## src/rtl/adder_pipe.sv

```systemverilog
// adder_pipe: pipelined add/sub with valid/ready handshake and carry/overflow/zero flags; optional saturation via ADDER_PIPE_SAT_EN
module adder_pipe #(
  parameter int WIDTH  = 32,
  parameter int STAGES = 2
) (
  input  logic             clk,
  input  logic             rst_n,
  input  logic             in_valid,
  output logic             in_ready,
  input  logic [WIDTH-1:0] op1,
  input  logic [WIDTH-1:0] op2,
  input  logic             sub,
`ifdef ADDER_PIPE_SAT_EN
  input  logic             sat,
`endif
  output logic             out_valid,
  input  logic             out_ready,
  output logic [WIDTH-1:0] result,
  output logic             carry_out,
  output logic             overflow,
  output logic             zero
);
  localparam int SW = WIDTH / STAGES;
  logic en;
  assign en = !out_valid || out_ready;
  assign in_ready = en;
  for (genvar k = 0; k < STAGES; k++) begin : g_st
    logic [WIDTH-1:0] a_i, b_i, r_i, bx, r_n;
    logic             v_i, c_i, s_i, v_r;
    logic [SW:0]      sum;
`ifdef ADDER_PIPE_SAT_EN
    logic             t_i;
`endif
    if (k == 0) begin : g_in
      assign a_i = op1;
      assign b_i = op2;
      assign r_i = '0;
      assign c_i = sub;
      assign s_i = sub;
      assign v_i = in_valid;
`ifdef ADDER_PIPE_SAT_EN
      assign t_i = sat;
`endif
    end else begin : g_in
      assign a_i = g_st[k-1].g_fwd.a_r;
      assign b_i = g_st[k-1].g_fwd.b_r;
      assign r_i = g_st[k-1].g_fwd.r_r;
      assign c_i = g_st[k-1].g_fwd.c_r;
      assign s_i = g_st[k-1].g_fwd.s_r;
      assign v_i = g_st[k-1].v_r;
`ifdef ADDER_PIPE_SAT_EN
      assign t_i = g_st[k-1].g_fwd.t_r;
`endif
    end
    assign bx  = b_i ^ {WIDTH{s_i}};
    assign sum = {1'b0, a_i[k*SW +: SW]} + {1'b0, bx[k*SW +: SW]} + (SW+1)'(c_i);
    // splice this stage's sum slice into the partial result
    always_comb begin
      r_n = r_i;
      r_n[k*SW +: SW] = sum[SW-1:0];
    end
    // stage valid bit, frozen while the output is stalled
    always_ff @(posedge clk or negedge rst_n)
      if (!rst_n) v_r <= 1'b0;
      else if (en) v_r <= v_i;
    if (k < STAGES-1) begin : g_fwd
      logic [WIDTH-1:0] a_r, b_r, r_r;
      logic             c_r, s_r;
`ifdef ADDER_PIPE_SAT_EN
      logic             t_r;
      // sat travels alongside its operands
      always_ff @(posedge clk or negedge rst_n)
        if (!rst_n) t_r <= 1'b0;
        else if (en) t_r <= t_i;
`endif
      // carry the operands, partial result and slice carry to the next stage
      always_ff @(posedge clk or negedge rst_n)
        if (!rst_n) begin
          a_r <= '0;
          b_r <= '0;
          r_r <= '0;
          c_r <= 1'b0;
          s_r <= 1'b0;
        end else if (en) begin
          a_r <= a_i;
          b_r <= b_i;
          r_r <= r_n;
          c_r <= sum[SW];
          s_r <= s_i;
        end
    end else begin : g_out
      logic             ov;
      logic [WIDTH-1:0] rs;
      assign ov = (a_i[WIDTH-1] == bx[WIDTH-1]) && (r_n[WIDTH-1] != a_i[WIDTH-1]);
`ifdef ADDER_PIPE_SAT_EN
      assign rs = (t_i && ov) ? {a_i[WIDTH-1], {(WIDTH-1){!a_i[WIDTH-1]}}} : r_n;
`else
      assign rs = r_n;
`endif
      // final stage registers the full result and its flags
      always_ff @(posedge clk or negedge rst_n)
        if (!rst_n) begin
          result    <= '0;
          carry_out <= 1'b0;
          overflow  <= 1'b0;
          zero      <= 1'b0;
        end else if (en) begin
          result    <= rs;
          carry_out <= sum[SW];
          overflow  <= ov;
          zero      <= ~|rs;
        end
    end
  end
  assign out_valid = g_st[STAGES-1].v_r;
endmodule

```

## config.mk

```make
export PLATFORM = sky130hd
export DESIGN_NAME = adder_pipe
export DESIGN_NICKNAME = d
export VERILOG_FILES = /design/src/rtl/adder_pipe.sv
export SDC_FILE = /design/constraint.sdc
export NUM_CORES = 1
export LEC_CHECK = 0
export ABC_AREA = 1
export BUFFER_PORTS_ARGS = -buffer_cell sky130_fd_sc_hd__buf_2
export CAP_MARGIN = 20
export CORE_MARGIN = 2
export CORE_UTILIZATION = 50
export CTS_CLUSTER_SIZE = 20
export DETAILED_ROUTE_END_ITERATION = 7
export PLACE_DENSITY = 0.76
export SYNTH_ARGS = -nofsm -noshare
export SYNTH_HDL_FRONTEND = slang
export SYNTH_SLANG_ARGS = --single-unit
```

## constraint.sdc

```tcl
create_clock -name clk -period 2.5 [get_ports clk]
set_input_delay 0.25 -clock clk [delete_from_list [all_inputs] [get_ports clk]]
set_output_delay 0.25 -clock clk [all_outputs]
set_load 0.01 [all_outputs]
```

# Yosys cells after proc, flatten, opt, wreduce, memory -nomap -nowiden
# Cells that the tools add are included.
# totals
reg_bits	119
input_bits	69
out_inout_bits	37
word_cells	24
# op_classes
add_sub_neg	4
eq_ne	2
n_bitwise	2
reduce_logical	5
# ops
op	count
$add 16x16->17	2
$add 17x1->17	2
$reduce_or 32->1	1
$xor 32x32->32	1
$xor 16x16->16	1
$logic_not 1->1	2
$eq 1x1->1	1
$logic_and 1x1->1	1
$logic_or 1x1->1	1
$ne 1x1->1	1

# Longest topological paths before layout
# depth
ltp_word	5
depth_mapped	18
mapped_depth_nobuf	17

# Least setup slack after synthesis
# OpenSTA, ideal clock, no wires.
# synth_timing
kind	flip-flop to flip-flop
from	reg g_st[0].g_fwd.s_r
to	reg zero
arrival_time_ns	2.440
setup_slack_ns	-0.006
path_stages_with_launch	17
period_less_slack_ns	2.506
cell_sequence	dfrtp_1 buf_2 buf_2 xnor2_1 fa_1 fa_1 inv_1 nand3_1 nand2_1 nand3_1 nand3_1 nand2_1 nand2_1 nand3_2 nor2_1 nand2_1 nand2_1
# synth_via
elab_chain_len	5
# synth_rtl
element	line	rtl
start: declaration	68	logic c_r, s_r;
start signal: assignment	89	s_r <= s_i;
$xor 32x32->32	55	assign bx = b_i ^ {WIDTH{s_i}};
$add 16x16->17	56	assign sum = {1'b0, a_i[k*SW +: SW]} + {1'b0, bx[k*SW +: SW]} + (SW+1)'(c_i);
$add 17x1->17	56	
$reduce_or 32->1	111	zero <= ~|rs;
$logic_not 1->1	111	
end signal: assignment	111	
end: declaration	21	output logic zero
# Every way passes these cells.
# A chain may end at the register's enable or synchronous reset.

# Worst setup path after layout
# Same ends and word-level chain as after synthesis.

==> flow_summary.yaml <==
worst_setup_path:
  crit_type: "flip-flop to flip-flop"
  cp_common_cell: "nand2_1"
  cpMaxStageDelayCell: "dfrtp_1"
  worstRegToRegCells: 13
  cp.required_ns: 2.76
  reg2reg_to: "zero"
  rrSetupSlack_ns: 0.19
  crit_arrival_ns: 2.58
  slowest_delay_ns: 0.41
  endpoint_kind: "flip-flop"
  r2r_start: "g_st[0].g_fwd.s_r"
  crit_fanout: 11
  worst_setup_path_start_kind: "flip-flop"
  path_cells: "buf_4 > xor2_1 > ha_1 > a21oi_1 > o21ai_0 > a21oi_1 > nand2_2 > nand2_1 > nand2_1 > nand2_1 > nor2_1 > nand2_1 > nand2_1"
route:
  route.vias.total: 4786
  drt_iter0_drc: 260
  drcViolationCount: 0
  wl_per_cell_um: 12.86
  drtAntennaViolNets: 0
  totalWireLength_um: 12290
  via_per_inst: 5.012
  dr.pass1.iters: 5
synthesis:
  syn_area_mm2: 0.005344
  synth-edff-count: 0
  ys_seq_area_share_pct: 40.74
  synth_area_per_cell_um2: 7.516
  yosys_most_used_dff: "dfrtp_1"
  async_reset_ff_share_pct: 100.0
  netlist_top_cells_area: "dfrtp_1, nand2_1, ha_1, xor2_1, inv_1"
  synth_area_leader_cell: "dfrtp_1"
  ys_warn_count: 0
  syn_nets: 813
  synth_cells: 711
  synth_top_area_share_pct: 40.74
  synth_cell_types: 33
  ys_seq_elements: 87
power_and_ir_drop:
  leakage_uw: 0.003452
  peakVddDrop_mv: 0.4207
  powerDensity_mw_per_mm2: 851.4
placed_design:
  gp_congestion: 0.9183
  hpwl_um: 9635
  portBuffers: 105
  place_ws_ns: 0.1579
  dp.cells: 938
cts:
  clkSinkCount: 87
  clockBufferDepth: 2
  h-tree-depth: 3
  cts.clk_slew.worst_paths_ns: 0.09
  cts_tree: "done"
  cts_made_buffers: 9
  clkLatencyLatePin_ns: 0.37
  cts-root-buf: "clkbuf_8"
run_status:
  status: "complete, no violations"
grt:
  gr-total-overflow: 0
  grt_pass1_vias: 4430
  grt_pass1_wl_um: 20610
  grt_max_degree: 54
  grt_usage_pct: 22.59
  antenna_found_initial: 0
layout:
  diodes: 0
  drive_above_1_share_pct: 19.17
  stdcell_count: 955
  layout_common_cells: "nand2_1, buf_2, dfrtp_1, inv_1, o21ai_0"
  nNetsFinal: 917
  synthToLayoutAreaGrowth_pct: 17.42
  layout_commonest_cell: "nand2_1"
timing:
  max_slew_margin_pct: 63.24
  final_hold_viol_count: 0
  min_period_ns: 2.313
  rsz0062_at_grt: "false"
  slew_violations: 0
  max_freq_ghz: 0.4324
  setup_viol: 0
  worst_slew_pin_slew_ns: 0.5507
  setup_slack_ns: 0.1872
  setup-tns-final_ns: 0
  fin_worst_skew_ns: 0.009587
  finalCritPeriodShare_pct: 92.51
worst_hold_path:
  min_from: "op2[28]"
  holdPathStages: 3
  hold-path-endpoint: "g_st[0].g_fwd.b_r[28]"
  min_path_type: "input pin to flip-flop"
die:
  start_util_pct: 51.53
  top_level_ports: 106
  die_h_um: 107.4
  die_area_mm2: 0.01153
  rows: 37
  core_area_mm2: 0.01037
  die_width_um: 107.4
job:
  cap_violations: 0
cell type report:
cell class                 count  area (µm²)
clock inverter                 3       42.54
fill                         956        4095
multi-input combinational    533        2840
sequential                    87        2177
inverter                      69       259.0
tap                          136       170.2
clock buffer                  12       155.1
timing repair buffer         115       630.6
worst max path at each step:
stage	start	depth (start not counted)	to	slack [ns]
6_report	g_st[0].g_fwd.s_r	13	zero	0.19
5_1_grt	g_st[0].g_fwd.s_r	16	zero	0.008
4_1_cts	g_st[0].g_fwd.s_r	14	zero	0.13
3_5_place_dp	g_st[0].g_fwd.s_r	11	zero	0.16
3_3_place_gp	g_st[0].g_fwd.s_r	14	zero	0.20
2_1_floorplan	g_st[0].g_fwd.s_r	16	zero	0.04
registers in the layout (all words and copies together) (netlist names):
| name | count |
|---|---|
| result | 32 |
| g_st.g_fwd.a_r | 16 |
| g_st.g_fwd.b_r | 16 |
| g_st.g_fwd.r_r | 16 |
| carry_out | 1 |
| g_st.g_fwd.c_r | 1 |
| g_st.g_fwd.s_r | 1 |
| g_st.v_r | 1 |
| out_valid | 1 |
| overflow | 1 |
| zero | 1 |
power breakdown:
group | switching [µW] | internal [µW]
Sequential | 241 | 1790
Combinational | 1430 | 891
Clock | 487 | 510
Total | 2150 | 3190
per-stage QoR:
step	area [µm²]	hold WS, ns	power, µW	util [%]
after global placement	6037	0.2550	4279	58.22
after detailed placement	6037	0.2563	4340	58.22
after CTS	6245	0.06574	5342	60.22
after floorplan	5346	-0.04559	3583	-
final	6275	0.08038	5343	60.51
after global routing	6275	0.07904	5783	60.51
synthesized netlist by cell type (2+ instances only):
library cell / number
a31oi_1: 5
xor2_1: 33
nand2_2: 10
a21oi_2: 2
nor3_1: 3
xnor2_1: 6
o21ai_1: 8
fa_1: 3
buf_1: 2
a21oi_1: 20
nor2_2: 2
nor2_1: 36
nand2_1: 275
dfrtp_1: 87
nand4_1: 6
nand3b_1: 12
o21bai_1: 3
o21ai_0: 40
nand3_2: 3
inv_2: 3
ha_1: 30
buf_2: 5
nand3_1: 27
a21o_1: 2
inv_1: 66
clkbuf_1: 14
o21a_1: 2
critical path, delay by kind of cell (launching register included):
| kind | cells | cell delay (ns) |
|---|---|---|
| AOI/OAI and AO/OA | 3 | 0.60 |
| and+or+nand+nor | 7 | 0.45 |
| DFF | 1 | 0.41 |
| adders and majority gates | 1 | 0.37 |
| buffers and inverters | 1 | 0.21 |
| xor gates and xnor gates | 1 | 0.17 |
repair_timing:
action | 4_1_cts | 5_1_grt
endpoints found under the setup margin | 0 | 1
resized for setup | 0 | 6
buffers inserted | 0 | 1
hold buffers | 1 | 0
endpoints found under the hold margin | 39 | 0
cells by family after synthesis:
logic type / Yosys count / share of synthesized area (%)
adder cells (fa/ha/maj): 33 / 8.148
flip-flops: 87 / 40.74
XOR/XNOR: 39 / 6.392
AO/OA/AOI/OAI: 83 / 8.382
AND/OR/NAND/NOR: 378 / 29.76
buffers and inverters: 91 / 6.579
per-layer routing:
layer	vias to the layer above	track usage, %	wire, µm
met2	129	33.54	5363
met1	2196	33.84	6064
met5	-	0	0
met4	0	7.326	199
li1	2444	-	-
met3	17	3.511	658
No activity file was read; power rests on OpenSTA's default activity.
